--- config.mk ---
export PLATFORM = sky130hd
export DESIGN_NAME = fifo_dot_mac_flat
export DESIGN_NICKNAME = d
export VERILOG_FILES = /design/src/rtl/fifo_dot_mac_if.sv /design/src/rtl/fifo_dot_mac.sv /design/src/flat_wrapper.sv
export SDC_FILE = /design/constraint.sdc
export NUM_CORES = 1
export LEC_CHECK = 0
export ABC_AREA = 1
export CORE_MARGIN = 5
export CORE_UTILIZATION = 32
export DETAILED_ROUTE_END_ITERATION = 12
export GPL_ROUTABILITY_DRIVEN = 0
export PLACE_DENSITY_LB_ADDON = 0.15
export SYNTH_ARGS = -nofsm -noshare
export SYNTH_HDL_FRONTEND = slang
export SYNTH_SLANG_ARGS = --single-unit
--- constraint.sdc ---
create_clock -name clk -period 10.8 [get_ports clk]
set_input_delay 1.08 -clock clk [delete_from_list [all_inputs] [get_ports clk]]
set_output_delay 1.08 -clock clk [all_outputs]
set_load 0.1 [all_outputs]
--- src/rtl/fifo_dot_mac_if.sv ---
// ---------------------------------------------------------------------------
// fifo_dot_mac_if
// Bundles the control, operand-FIFO and result signals of fifo_dot_mac.
//   start          : begin a new dot product
//   a_data/b_data  : registered read data of the A/B operand FIFOs
//   a_empty/b_empty: FIFO empty flags
//   a_rden/b_rden  : FIFO read enables (driven by the MAC)
//   result         : accumulated dot product, valid while done=1
//   done           : level, held until the next start
//   busy           : high while the MAC is running
// slave  : the MAC's view (fifo_dot_mac)
// master : the environment's view (FIFOs + controller)
// ---------------------------------------------------------------------------
interface fifo_dot_mac_if #(
    parameter int DATA_WIDTH = 8,
    parameter int ACC_WIDTH  = 24
);
    logic                  start;
    logic [DATA_WIDTH-1:0] a_data;
    logic                  a_empty;
    logic                  a_rden;
    logic [DATA_WIDTH-1:0] b_data;
    logic                  b_empty;
    logic                  b_rden;
    logic [ACC_WIDTH-1:0]  result;
    logic                  done;
    logic                  busy;

    modport slave (
        input  start, a_data, a_empty, b_data, b_empty,
        output a_rden, b_rden, result, done, busy
    );

    modport master (
        output start, a_data, a_empty, b_data, b_empty,
        input  a_rden, b_rden, result, done, busy
    );
endinterface

--- src/rtl/fifo_dot_mac.sv ---
// ---------------------------------------------------------------------------
// fifo_dot_mac
// Pops operand pairs in lockstep from two registered-output FIFOs and
// accumulates LEN unsigned products into a dot product (wrapping modulo
// 2^ACC_WIDTH). done/result are registered and held until the next start.
// Ports:
//   clk   : clock, rising edge
//   rst_n : synchronous active-low reset
//   bus   : fifo_dot_mac_if.slave (start, FIFO data/empty/rden, result,
//           done, busy)
// ---------------------------------------------------------------------------
module fifo_dot_mac #(
    parameter int DATA_WIDTH = 8,
    parameter int LEN        = 8,
    parameter int ACC_WIDTH  = 24
) (
    input  logic          clk,
    input  logic          rst_n,
    fifo_dot_mac_if.slave bus
);
    localparam int CNT_W = $clog2(LEN + 1);
    localparam logic [CNT_W-1:0] LEN_C = CNT_W'(LEN);

    typedef enum logic [1:0] {
        IDLE = 2'd0,
        RUN  = 2'd1,
        DONE = 2'd2
    } state_t;

    state_t                 state_q, state_d;
    logic [ACC_WIDTH-1:0]   acc_q, acc_d;
    logic [CNT_W-1:0]       issued_q, issued_d;
    logic [CNT_W-1:0]       consumed_q, consumed_d;
    logic                   vld_p1_q, vld_p1_d;
    logic [ACC_WIDTH-1:0]   result_q, result_d;
    logic                   done_q, done_d;
    logic                   rd;

    // Unsigned full-width product, added with natural wrap-around.
    function automatic logic [ACC_WIDTH-1:0] mac_wrap(
        input logic [ACC_WIDTH-1:0]  acc,
        input logic [DATA_WIDTH-1:0] a,
        input logic [DATA_WIDTH-1:0] b
    );
        logic [2*DATA_WIDTH-1:0] prod;
        prod = {{DATA_WIDTH{1'b0}}, a} * {{DATA_WIDTH{1'b0}}, b};
        return acc + ACC_WIDTH'(prod);
    endfunction

    // Both FIFOs are popped together or not at all, so pairs never skew.
    assign rd = (state_q == RUN) && !bus.a_empty && !bus.b_empty &&
                (issued_q < LEN_C);

    assign bus.a_rden = rd;
    assign bus.b_rden = rd;
    assign bus.busy   = (state_q == RUN);
    assign bus.done   = done_q;
    assign bus.result = result_q;

    always_comb begin
        state_d    = state_q;
        acc_d      = acc_q;
        issued_d   = issued_q;
        consumed_d = consumed_q;
        vld_p1_d   = 1'b0;
        result_d   = result_q;
        done_d     = done_q;

        case (state_q)
            IDLE, DONE: begin
                if (bus.start) begin
                    state_d    = RUN;
                    acc_d      = '0;
                    issued_d   = '0;
                    consumed_d = '0;
                    done_d     = 1'b0;
                end
            end
            RUN: begin
                // Stage p0 -> p1: read issued this cycle, data arrives next.
                if (rd) begin
                    issued_d = issued_q + CNT_W'(1);
                end
                vld_p1_d = rd;
                // Stage p1: FIFO outputs hold the popped pair; accumulate.
                if (vld_p1_q) begin
                    acc_d      = mac_wrap(acc_q, bus.a_data, bus.b_data);
                    consumed_d = consumed_q + CNT_W'(1);
                    if (consumed_d == LEN_C) begin
                        state_d  = DONE;
                        result_d = acc_d;
                        done_d   = 1'b1;
                    end
                end
            end
            default: begin
                state_d = IDLE;
            end
        endcase
    end

    always_ff @(posedge clk) begin
        if (!rst_n) begin
            state_q    <= IDLE;
            acc_q      <= '0;
            issued_q   <= '0;
            consumed_q <= '0;
            vld_p1_q   <= 1'b0;
            result_q   <= '0;
            done_q     <= 1'b0;
        end else begin
            state_q    <= state_d;
            acc_q      <= acc_d;
            issued_q   <= issued_d;
            consumed_q <= consumed_d;
            vld_p1_q   <= vld_p1_d;
            result_q   <= result_d;
            done_q     <= done_d;
        end
    end
endmodule

--- src/flat_wrapper.sv ---
// flat-port wrapper written by rule: the top's interface ports become plain ports
module fifo_dot_mac_flat 
#(
    parameter int DATA_WIDTH = 8,
    parameter int LEN        = 8,
    parameter int ACC_WIDTH  = 24
)
  (clk, rst_n, bus_start, bus_a_data, bus_a_empty, bus_b_data, bus_b_empty, bus_a_rden, bus_b_rden, bus_result, bus_done, bus_busy);
  fifo_dot_mac_if #(.DATA_WIDTH(DATA_WIDTH), .ACC_WIDTH(ACC_WIDTH)) bus_i ();
  input  logic clk;
  input  logic rst_n;
  input wire logic [$bits(bus_i.start)-1:0] bus_start;
  input wire logic [$bits(bus_i.a_data)-1:0] bus_a_data;
  input wire logic [$bits(bus_i.a_empty)-1:0] bus_a_empty;
  input wire logic [$bits(bus_i.b_data)-1:0] bus_b_data;
  input wire logic [$bits(bus_i.b_empty)-1:0] bus_b_empty;
  output wire logic [$bits(bus_i.a_rden)-1:0] bus_a_rden;
  output wire logic [$bits(bus_i.b_rden)-1:0] bus_b_rden;
  output wire logic [$bits(bus_i.result)-1:0] bus_result;
  output wire logic [$bits(bus_i.done)-1:0] bus_done;
  output wire logic [$bits(bus_i.busy)-1:0] bus_busy;
  assign bus_i.start = bus_start;
  assign bus_i.a_data = bus_a_data;
  assign bus_i.a_empty = bus_a_empty;
  assign bus_i.b_data = bus_b_data;
  assign bus_i.b_empty = bus_b_empty;
  assign bus_a_rden = bus_i.a_rden;
  assign bus_b_rden = bus_i.b_rden;
  assign bus_result = bus_i.result;
  assign bus_done = bus_i.done;
  assign bus_busy = bus_i.busy;
  fifo_dot_mac #(.DATA_WIDTH(DATA_WIDTH), .LEN(LEN), .ACC_WIDTH(ACC_WIDTH)) u_core (.clk(clk), .rst_n(rst_n), .bus(bus_i));
endmodule
After elaboration in Yosys (flattened, before gate mapping)
Index checks and enable logic that the tools add are counted.

word-level totals
  bits in registers = 60
  bits in latches = 0
  memory bits (writable) = 0
  ROM bits = 0
  input bits = 21
  output and inout port bits = 28
  word-level logic and storage cells = 49
  memories kept = 0

operators by class
  add/sub/neg operators = 3
  $mul = 1
  divide/modulo/power cells = 0
  order comparisons = 1
  eq/ne operators = 7
  shift operators = 0
  mux-type cells = 16
  bitwise operators = 0
  reductions and logical operators = 14

operator list
  kind                 count
  $mux 24              2
  $pmux 24 s2          1
  $add 24x16->24       1
  $mul 8x8->16         1
  $pmux 4 s2           2
  $mux 4               3
  $reduce_and 3->1     4
  $add 4x1->4 const B  2
  $mux 2               3
  $eq 4x4->1 const B   1
  $lt 4x4->1 const B   1
  $ne 2x1->1 const B   2
  $ne 2x2->1 const B   2
  $pmux 2 s2           1
  $reduce_and 4->1     1
  $logic_and 1x1->1    3
  $mux 1               3
  $eq 2x1->1 const B   1
  $eq 2x2->1 const B   1
  $logic_not 1->1      2
  $logic_not 2->1      1
  $pmux 1 s2           1
  $reduce_and 2->1     1
  $reduce_bool 2->1    1
  $reduce_or 2->1      1

Logic depth before layout (Yosys ltp)
Gate-level depths: netlist (run 1).

  depth after elaboration = 6
  depth in mapped cells = 25
  gate-level depth less buffers = 24

Worst setup path after synthesis (run 1)
OpenSTA, ideal clock, no wires.

  kind = input-to-reg
  start = input bus_a_data[0]
  end = register u_core.result_q[23] (netlist: u_core.bus.result[23])
  library setup time = 109 ps
  arrival time = 4695 ps
  required time = 10691 ps
  slack = 5997 ps
  stages = 21
  path buffers = 1
  cells stage by stage = clkbuf_1 nand2_1 fa_1 fa_1 inv_1 fa_1 inv_1 fa_1 inv_1 ha_1 nand2_1 nor2_1 nand3_1 nand2_1 nand2_1 nand2_1 nand3_1 nand2_1 nand2_1 nand2_1 inv_1

between the ends
  cells in the longest elaborated chain, start to end = 2

RTL lines
  item                  RTL line             RTL
  start, declared       flat_wrapper.sv:13   input wire logic [$bits(bus_i.a_data)-1:0] bus_a_data;
  $mul 8x8->16          fifo_dot_mac.sv:46   prod = {{DATA_WIDTH{1'b0}}, a} * {{DATA_WIDTH{1'b0}}, b};
  $add 24x16->24        fifo_dot_mac.sv:47   return acc + ACC_WIDTH'(prod);
  end signal, assigned  fifo_dot_mac.sv:117  result_q <= result_d;
  end, declared         fifo_dot_mac.sv:35   logic [ACC_WIDTH-1:0] result_q, result_d;

No other way between the ends.
A chain may end at the register's enable or synchronous reset.

Final worst setup path (run 1)
  start = input bus_a_data[1]
  end = register u_core.result_q[15] (netlist: u_core.bus.result[15])

The elaborated chain is that of the path after synthesis.

==> results of run 1 <==
==> cells in the final DEF, fill, tap and decap left out, types with 3 or more instances in the layout <==
cell type        synthesis  routed
nand2_1                196     196
inv_1                  195     195
dfxtp_1                 60      60
fa_1                    50      50
clkdlybuf4s50_1          0      48
nor2_1                  46      46
ha_1                    43      43
nand3_1                 23      23
o21ai_0                 21      21
a21oi_1                 20      20
o21ai_1                 14      14
o21a_1                  11      11
clkbuf_16                0       9
xor2_1                   7       7
a22o_1                   6       6
nand3_2                  4       4
nand3b_1                 4       4
a21oi_2                  4       4
inv_2                    3       3
nand2_2                  3       3
xnor2_1                  3       3
==> worst max-delay path, stage by stage <==
cell             delay, ns
clkdlybuf4s50_1       0.72
nand2_1               0.13
fa_1                  0.51
fa_1                  0.56
inv_1                 0.06
fa_1                  0.53
inv_1                 0.06
fa_1                  0.54
inv_1                 0.05
ha_1                  0.35
nand2_1               0.12
nor2_1                0.15
inv_1                 0.06
nor2_1                0.11
nand2_1               0.06
nand3_1               0.11
xor2_1                0.31
o21ai_0               0.12
inv_1                 0.06
==> cell families (layout without fill, tap and decap cells) <==
logic type / after synthesis / count (layout) / synth area share
xor+xnor: 11 / 11 / 0.0188
simple gates: 291 / 291 / 0.227
compound gates: 85 / 85 / 0.0927
buf+inv: 228 / 264 / 0.165
flops: 60 / 60 / 0.217
fa+ha+maj: 93 / 93 / 0.279
==> where the power goes <==
part / switching (mW) / internal [mW] / total [mW]
Clock: 0.108 / 0.190 / 0.299
Sequential: 0.00115 / 0.223 / 0.224
Combinational: 0.310 / 0.152 / 0.462
==> how the worst max path moves through the flow <==
| stage | from | to | slack (ns) | depth (start not counted) |
|---|---|---|---|---|
| 3_5_place_dp | bus_a_data[0] | u_core.bus.result[15]$_SDFFE_PN0P_ | 5.02 | 19 |
| 3_3_place_gp | bus_a_data[0] | u_core.bus.result[11]$_SDFFE_PN0P_ | 5.01 | 17 |
| 6_report | bus_a_data[1] | u_core.bus.result[15]$_SDFFE_PN0P_ | 5.38 | 19 |
| 5_1_grt | bus_a_data[0] | u_core.bus.result[15]$_SDFFE_PN0P_ | 5.05 | 19 |
| 4_1_cts | bus_a_data[0] | u_core.bus.result[15]$_SDFFE_PN0P_ | 5.35 | 19 |
| 2_1_floorplan | bus_a_data[0] | u_core.bus.result[23]$_SDFFE_PN0P_ | 6.00 | 21 |
==> flip-flops by register name, summed over array words and instances, names as in the netlist <==
register	cells
u_core.acc_q	24
u_core.bus.done	1
u_core.bus.result	24
u_core.consumed_q	4
u_core.issued_q	4
u_core.state_q	2
u_core.vld_p1_q	1
==> stage by stage <==
step                utilization  power, mW
floorplan                     -      0.564
global placement          0.358      0.699
detailed placement        0.358      0.695
CTS                       0.376      0.997
global route              0.376       1.08
finish                    0.376      0.985
==> cell type report <==
class | instances | area [sq um] | share of cell area
clock inverter | 4 | 47.5 | 0.00739
timing repair buffer | 49 | 488 | 0.0759
sequential | 60 | 1200 | 0.187
tap | 225 | 282 | 0.0438
inverter | 199 | 749 | 0.117
multi-input combinational | 480 | 3410 | 0.530
clock buffer | 12 | 256 | 0.0399
==> per-layer routing <==
metal	vias up	part of all wire
li1	2348	-
met1	1965	0.50
met2	63	0.46
met3	16	0.023
met4	0	0.015
met5	-	0
==> results.sh, run 1 <==
export IMPL_dp_cells=1013
export IMPL_vias_per_cell=4.27
export IMPL_wl_per_cell_microns=13.1
export IMPL_ant_nets=0
export IMPL_async_flop_share=0
export IMPL_place_ws_ns=5.02
export IMPL_ios=49
export IMPL_holdWs_ns=0.459
export IMPL_antenna_found_initial=0
export IMPL_final_cells=1029
export IMPL_globalRouteOverflowTotal=0
export IMPL_grt_pass1_wl_microns=23600
export IMPL_post_cts_buffers=0
export IMPL_area_growth_pct=16.5
export IMPL_finalSetupViolations=0
export IMPL_cts_made_buffers=9
export IMPL_synth_seq_cells=60
export IMPL_crit_required_ns=11.07
export IMPL_synth_area_per_cell_sq_um=7.19
export IMPL_critPathLaunchType="primary input"
export IMPL_postPlaceCellArea_sq_um=6130
export IMPL_min_period_ns=5.42
export IMPL_min_path_cells=2
export IMPL_ctsHoldBuffers=0
export IMPL_synth_largest_area_cell="dfxtp_1"
export IMPL_drt_iter0_markers=179
export IMPL_ys_flop_type="dfxtp_1"
export IMPL_synth_edf_count=0
export IMPL_yosysMostFrequentCell="nand2_1"
export IMPL_reg2reg_depth=18
export IMPL_n_antenna_cell=0
export IMPL_crit_type="in2reg"
export IMPL_cts_resized=0
export IMPL_ir_worst_vdd_mv=0.0773
export IMPL_wl_microns=13500
export IMPL_endpoint_kind="flop"
export IMPL_met2_usage=0.237
export IMPL_synth_cells=768
export IMPL_max_slew_margin=0.341
export IMPL_maxCapViolations=0
export IMPL_start_util=0.323
export IMPL_tritoncts="built"
export IMPL_grt_max_degree=37
export IMPL_path_max_fanout=8
export IMPL_yosysWarnings=0
export IMPL_cp_arrival_ns=5.70
export IMPL_dr_total_vias=4392
export IMPL_min_from="u_core.acc_q[15]$_SDFFE_PN0P_"
export IMPL_min_path_type="reg2reg"
export IMPL_rows=48
export IMPL_htreeDepth=3
export IMPL_first_pass_iters=5
export IMPL_clk_pin_slew_ns=0.05
export IMPL_synth_fp_nets=882
export IMPL_leakage_nw=3.50
export IMPL_finClkSkew_ns=0.00857
export IMPL_gr_usage_met1=0.207
export IMPL_clock_latency_ns=0.33
export IMPL_clock_sinks=60
export IMPL_ys_seq_area_frac=0.217
export IMPL_slew_viol_final=0
export IMPL_r2r_start="u_core.acc_q[7]$_SDFFE_PN0P_"
export IMPL_hold_violations=0
export IMPL_setup_slack_ns=5.38
export IMPL_grt_pass1_vias=4605
export IMPL_cts_max_path_buffers=2
export IMPL_tns_ns=0
export IMPL_synth_area_sq_um=5520
export IMPL_synth_area_top_cells="dfxtp_1 (22%), fa_1 (18%), nand2_1 (13%)"
export IMPL_nFillCells=1842
export IMPL_nNetsFinal=913
export IMPL_drive_gt1_frac=0.0510
export IMPL_grt_busiest_layer="met2"
export IMPL_dp_hpwl_microns=10900
export IMPL_yosysUniqueCellTypes=41
export IMPL_setup_reg_to_reg_worst_slack_ns=6.73
export IMPL_reg2reg_to="u_core.bus.result[15]$_SDFFE_PN0P_"
export IMPL_design_area_sq_um=6430
export IMPL_tightest_slew_ns=0.985
export IMPL_core_area_sq_um=17100
export IMPL_hold_path_end="u_core.acc_q[15]$_SDFFE_PN0P_"
export IMPL_drc=0
export IMPL_rsz0062_at_grt="false"
export IMPL_fmax_ghz=0.184
export IMPL_cts_root_buf="clkbuf_16"
export IMPL_dieHeight_microns=141
export IMPL_powerDensity_nw_per_um2=153
export IMPL_grt_met3_usage=0.0222
export IMPL_dieArea_sq_um=20000
export IMPL_yosys_top_cells_count="nand2_1 (196), inv_1 (195), dfxtp_1 (60)"
export IMPL_fin_crit_sh=0.502
export IMPL_synthDominantCellAreaShare=0.217
export IMPL_io_buffers=48
export IMPL_track_usage=0.147
export IMPL_status="completed"
export IMPL_die_w_microns=141
(Power assumes the default switching activity.)
==> inputs of run 2 (changes only) <==
==> constraint.sdc (replaced) <==
create_clock -name clk -period 5.3 [get_ports clk]
set_input_delay 0.53 -clock clk [delete_from_list [all_inputs] [get_ports clk]]
set_output_delay 0.53 -clock clk [all_outputs]
set_load 0.1 [all_outputs]
==> results.sh, run 2 (synthesized netlist as in run 1, its figures left out) <==
export IMPL_crit_required_ns=5.52
export IMPL_tightest_slew_ns=0.985
export IMPL_crit_type="in2reg"
export IMPL_rsz0062_at_grt="false"
export IMPL_tns_ns=0
export IMPL_startpoint="bus_a_data[5]"
export IMPL_hold_violations=0
export IMPL_ir_worst_vdd_mv=0.170
export IMPL_vias_per_cell=4.34
export IMPL_seq_area_sq_um=1200
export IMPL_htreeDepth=3
export IMPL_cp_slowest_cell="clkdlybuf4s50_1"
export IMPL_cp_cell_sequence="clkdlybuf4s50_1, nand2_1, fa_1, inv_1, fa_1, fa_1, inv_1, fa_1, inv_1, ha_1, nand2_1, nor2_1, nand3_1, nand2_1, nand2_1, nand2_1, nand3_1, nand2_1, nand2_1, nand2_1, inv_1"
export IMPL_wl_microns=13300
export IMPL_status="completed"
export IMPL_drive_gt1_frac=0.0615
export IMPL_grt_pass1_wl_microns=23200
export IMPL_wl_per_cell_microns=12.8
export IMPL_track_usage=0.142
export IMPL_final_common_cell="nand2_1"
export IMPL_min_path_cells=2
export IMPL_finClkSkew_ns=0.00533
export IMPL_clock_latency_ns=0.32
export IMPL_cts_root_buf="clkbuf_16"
export IMPL_n_antenna_cell=0
export IMPL_area_growth_pct=17.5
export IMPL_cts_made_buffers=9
export IMPL_globalRouteOverflowTotal=0
export IMPL_finalSetupViolations=0
export IMPL_max_slew_margin=0.341
export IMPL_endpoint_kind="flop"
export IMPL_maxCapViolations=0
export IMPL_setup_reg_to_reg_worst_slack_ns=1.26
export IMPL_fin_crit_sh=0.897
export IMPL_cp_top_family="adder cells"
export IMPL_nNetsFinal=922
export IMPL_final_cells=1038
export IMPL_reg2reg_depth=20
export IMPL_dp_cells=1022
export IMPL_ctsHoldBuffers=0
export IMPL_multi_input_area_sq_um=3410
export IMPL_dp_hpwl_microns=10900
export IMPL_grt_pass1_vias=4582
export IMPL_min_path_type="reg2reg"
export IMPL_ios=49
export IMPL_dr_total_vias=4502
export IMPL_drc=0
export IMPL_leakage_nw=3.54
export IMPL_grt_max_degree=37
export IMPL_min_period_ns=4.76
export IMPL_clk_pin_slew_ns=0.05
export IMPL_ant_nets=0
export IMPL_slowest_delay_ns=0.68
export IMPL_nFillCells=1841
export IMPL_rows=48
export IMPL_cp_arrival_ns=4.98
export IMPL_die_w_microns=141
export IMPL_dieHeight_microns=141
export IMPL_fmax_ghz=0.210
export IMPL_setup_slack_ns=0.544
export IMPL_cts_resized=0
export IMPL_dieArea_sq_um=20000
export IMPL_critPathLaunchType="primary input"
export IMPL_tritoncts="built"
export IMPL_powerDensity_nw_per_um2=309
export IMPL_first_pass_iters=4
export IMPL_endpoint="u_core.bus.result[23]$_SDFFE_PN0P_"
export IMPL_layout_common_cells="nand2_1 (196), inv_1 (195), dfxtp_1 (60)"
export IMPL_core_area_sq_um=17100
export IMPL_reg2reg_to="u_core.bus.result[23]$_SDFFE_PN0P_"
export IMPL_r2r_start="u_core.acc_q[7]$_SDFFE_PN0P_"
export IMPL_drt_iter0_markers=162
export IMPL_place_ws_ns=0.208
export IMPL_crit_cells=21
export IMPL_path_buf_inv=5
export IMPL_io_buffers=48
export IMPL_slew_viol_final=0
export IMPL_path_max_fanout=8
export IMPL_post_cts_buffers=0
export IMPL_clock_sinks=60
export IMPL_antenna_found_initial=0
export IMPL_start_util=0.323
export IMPL_holdWs_ns=0.467
export IMPL_p_total_mw=2.01
export IMPL_cts_max_path_buffers=2
export IMPL_path_common_cell="nand2_1"
==> run 2: cell types whose count changed in the layout (fill, tap and decap cells not counted) <==
cell | previous run | this run
clkinvlp_4 | 1 | 2
buf_4 | 1 | 10
inv_6 | 0 | 1
clkbuf_8 | 2 | 0
==> run 2: tightest hold or removal path: cells and delay by family (launching register included) <==
| family | cells | cell delay (ns) |
|---|---|---|
| flip-flops | 1 | 0.33 |
| AO/OA/AOI/OAI | 1 | 0.06 |
| AND/OR/NAND/NOR | 1 | 0.05 |
==> run 2: report_power, final <==
part,switching [mW],internal (mW)
Sequential,0.00226,0.455
Combinational,0.637,0.327
Clock,0.221,0.364
Total,0.860,1.15
==> run 2: per-stage QoR <==
| step | util | area (sq um) |
|---|---|---|
| after floorplan | - | 5520 |
| after CTS | 0.379 | 6490 |
| after global routing | 0.379 | 6490 |
| after detailed placement | 0.362 | 6200 |
| after global placement | 0.362 | 6200 |
| final | 0.379 | 6490 |
==> run 2: per-layer routing <==
layer / global-route usage / share of wire / up-vias
li1: - / - / 2362
met1: 0.203 / 0.50 / 2069
met2: 0.232 / 0.46 / 60
met3: 0.0148 / 0.029 / 11
met4: 0.0333 / 0.011 / 0
met5: 0 / 0 / -
==> run 2: layout make-up <==
class	count	share of cell area
Multi-Input combinational cell	480	0.525
Sequential cell	60	0.185
Inverter	199	0.116
Timing Repair Buffer	58	0.0856
Tap cell	225	0.0434
Clock buffer	10	0.0353
Clock inverter	6	0.00983
==> run 2: how the worst min path moves through the flow <==
stage                                             start                             to  slack, ns
after global routing      u_core.acc_q[16]$_SDFFE_PN0P_  u_core.acc_q[16]$_SDFFE_PN0P_       0.50
after floorplan           u_core.acc_q[15]$_SDFFE_PN0P_  u_core.acc_q[15]$_SDFFE_PN0P_       0.43
after detailed placement  u_core.acc_q[16]$_SDFFE_PN0P_  u_core.acc_q[16]$_SDFFE_PN0P_       0.46
final                     u_core.acc_q[16]$_SDFFE_PN0P_  u_core.acc_q[16]$_SDFFE_PN0P_       0.47
after CTS                 u_core.acc_q[16]$_SDFFE_PN0P_  u_core.acc_q[16]$_SDFFE_PN0P_       0.48
after global placement    u_core.acc_q[16]$_SDFFE_PN0P_  u_core.acc_q[16]$_SDFFE_PN0P_       0.46
==> inputs of run 3 (changes only) <==
--- a/config.mk
+++ b/config.mk
@@ -10,6 +10,8 @@
 export CORE_UTILIZATION = 32
 export DETAILED_ROUTE_END_ITERATION = 12
 export GPL_ROUTABILITY_DRIVEN = 0
+export HOLD_SLACK_MARGIN = 0.05
+export MAX_ROUTING_LAYER = met4
 export PLACE_DENSITY_LB_ADDON = 0.15
 export SYNTH_ARGS = -nofsm -noshare
 export SYNTH_HDL_FRONTEND = slang
==> results.sh, run 3 (synthesized netlist as in run 1, its figures left out) <==
export IMPL_wl_microns=13300
export IMPL_nNetsFinal=922
export IMPL_min_path_type="reg2reg"
export IMPL_core_area_sq_um=17100
export IMPL_ant_nets=0
export IMPL_setup_slack_ns=0.532
export IMPL_cts_resized=0
export IMPL_ir_worst_vdd_mv=0.170
export IMPL_postPlaceCellArea_sq_um=6200
export IMPL_finClkSkew_ns=0.00598
export IMPL_dieHeight_microns=141
export IMPL_cts_root_buf="clkbuf_16"
export IMPL_rsz0062_at_grt="false"
export IMPL_cts_max_path_buffers=2
export IMPL_grt_pass1_vias=4587
export IMPL_dieArea_sq_um=20000
export IMPL_clock_sinks=60
export IMPL_vias_per_cell=4.33
export IMPL_wl_per_cell_microns=12.8
export IMPL_endpoint_kind="flop"
export IMPL_tns_ns=0
export IMPL_start_util=0.323
export IMPL_leakage_nw=3.54
export IMPL_io_buffers=48
export IMPL_multi_input_area_sq_um=3410
export IMPL_ios=49
export IMPL_path_max_fanout=8
export IMPL_die_w_microns=141
export IMPL_track_usage=0.146
export IMPL_clock_latency_ns=0.32
export IMPL_post_cts_buffers=0
export IMPL_design_area_sq_um=6490
export IMPL_drt_iter0_markers=170
export IMPL_tightest_slew_ns=0.988
export IMPL_powerDensity_nw_per_um2=309
export IMPL_fmax_ghz=0.210
export IMPL_cts_made_buffers=9
export IMPL_first_pass_iters=4
export IMPL_min_period_ns=4.77
export IMPL_nFillCells=1841
export IMPL_finalSetupViolations=0
export IMPL_hold_violations=0
export IMPL_grt_max_degree=37
export IMPL_place_ws_ns=0.208
export IMPL_globalRouteOverflowTotal=0
export IMPL_htreeDepth=3
export IMPL_slew_viol_final=0
export IMPL_rows=48
export IMPL_ctsHoldBuffers=0
export IMPL_n_antenna_cell=0
export IMPL_drc=0
export IMPL_area_growth_pct=17.5
export IMPL_seq_area_sq_um=1200
export IMPL_final_common_cell="nand2_1"
export IMPL_clk_pin_slew_ns=0.05
export IMPL_dr_total_vias=4498
export IMPL_crit_required_ns=5.52
export IMPL_dp_hpwl_microns=10900
export IMPL_tritoncts="built"
export IMPL_final_core_util=0.379
export IMPL_critPathLaunchType="primary input"
export IMPL_antenna_found_initial=0
export IMPL_fin_crit_sh=0.900
export IMPL_max_slew_margin=0.339
export IMPL_drive_gt1_frac=0.0615
export IMPL_maxCapViolations=0
export IMPL_grt_pass1_wl_microns=23100
export IMPL_crit_type="in2reg"
export IMPL_status="completed"
export IMPL_cp_arrival_ns=4.99
export IMPL_layout_common_cells="nand2_1 (196), inv_1 (195), dfxtp_1 (60)"
[run 3: worst max-delay path: stages]
cell and delay (ns):
clkdlybuf4s50_1 0.68, nand2_1 0.13, fa_1 0.55, inv_1 0.05
fa_1 0.47, fa_1 0.54, inv_1 0.05, fa_1 0.53
inv_1 0.04, ha_1 0.34, nand2_1 0.11, nor2_1 0.18
nand3_1 0.09, nand2_1 0.13, nand2_1 0.08, nand2_1 0.12
nand3_1 0.11, nand2_1 0.08, nand2_1 0.05, nand2_1 0.07
inv_1 0.03
[run 3: area by class of cell]
cell class / count / share of cell area
clock buffers: 10 / 0.0353
repair buffers: 58 / 0.0856
clock inverters: 6 / 0.00983
flip-flops and latches: 60 / 0.185
multi-input cells: 480 / 0.525
inverters: 199 / 0.116
well taps: 225 / 0.0434
[run 3: path summary, 6_finish.rpt]
kind                                         to  cells past startpoint                     startpoint  slack (ns)
max          u_core.bus.result[23]$_SDFFE_PN0P_                     21                  bus_a_data[5]        0.53
min               u_core.acc_q[16]$_SDFFE_PN0P_                      2  u_core.acc_q[16]$_SDFFE_PN0P_        0.47
max reg2reg  u_core.bus.result[23]$_SDFFE_PN0P_                     20   u_core.acc_q[7]$_SDFFE_PN0P_        1.25
min reg2reg       u_core.acc_q[16]$_SDFFE_PN0P_                      2  u_core.acc_q[16]$_SDFFE_PN0P_        0.47
[run 3: through the flow]
| step | hold WS (ns) | power, mW | std cells |
|---|---|---|---|
| after floorplan | 0.432 | 1.15 | 768 |
| after global placement | 0.465 | 1.44 | 1022 |
| after detailed placement | 0.459 | 1.44 | 1022 |
| after CTS | 0.477 | 2.03 | 1038 |
| after global routing | 0.499 | 2.20 | 1038 |
| final | 0.467 | 2.01 | 1038 |
[run 3: metal layers]
| layer | vias to the layer above | global-route usage | share of wire |
|---|---|---|---|
| li1 | 2359 | - | - |
| met1 | 2075 | 0.203 | 0.51 |
| met2 | 53 | 0.233 | 0.46 |
| met3 | 11 | 0.0138 | 0.022 |
| met4 | 0 | 0.0333 | 0.011 |
| met5 | - | - | 0 |
[run 3: power breakdown]
| part | internal (mW) | switching, mW | total [mW] | leakage (nW) |
|---|---|---|---|---|
| Clock | 0.364 | 0.221 | 0.585 | 0.139 |
| Sequential | 0.455 | 0.00226 | 0.457 | 0.484 |
| Combinational | 0.327 | 0.638 | 0.965 | 2.91 |
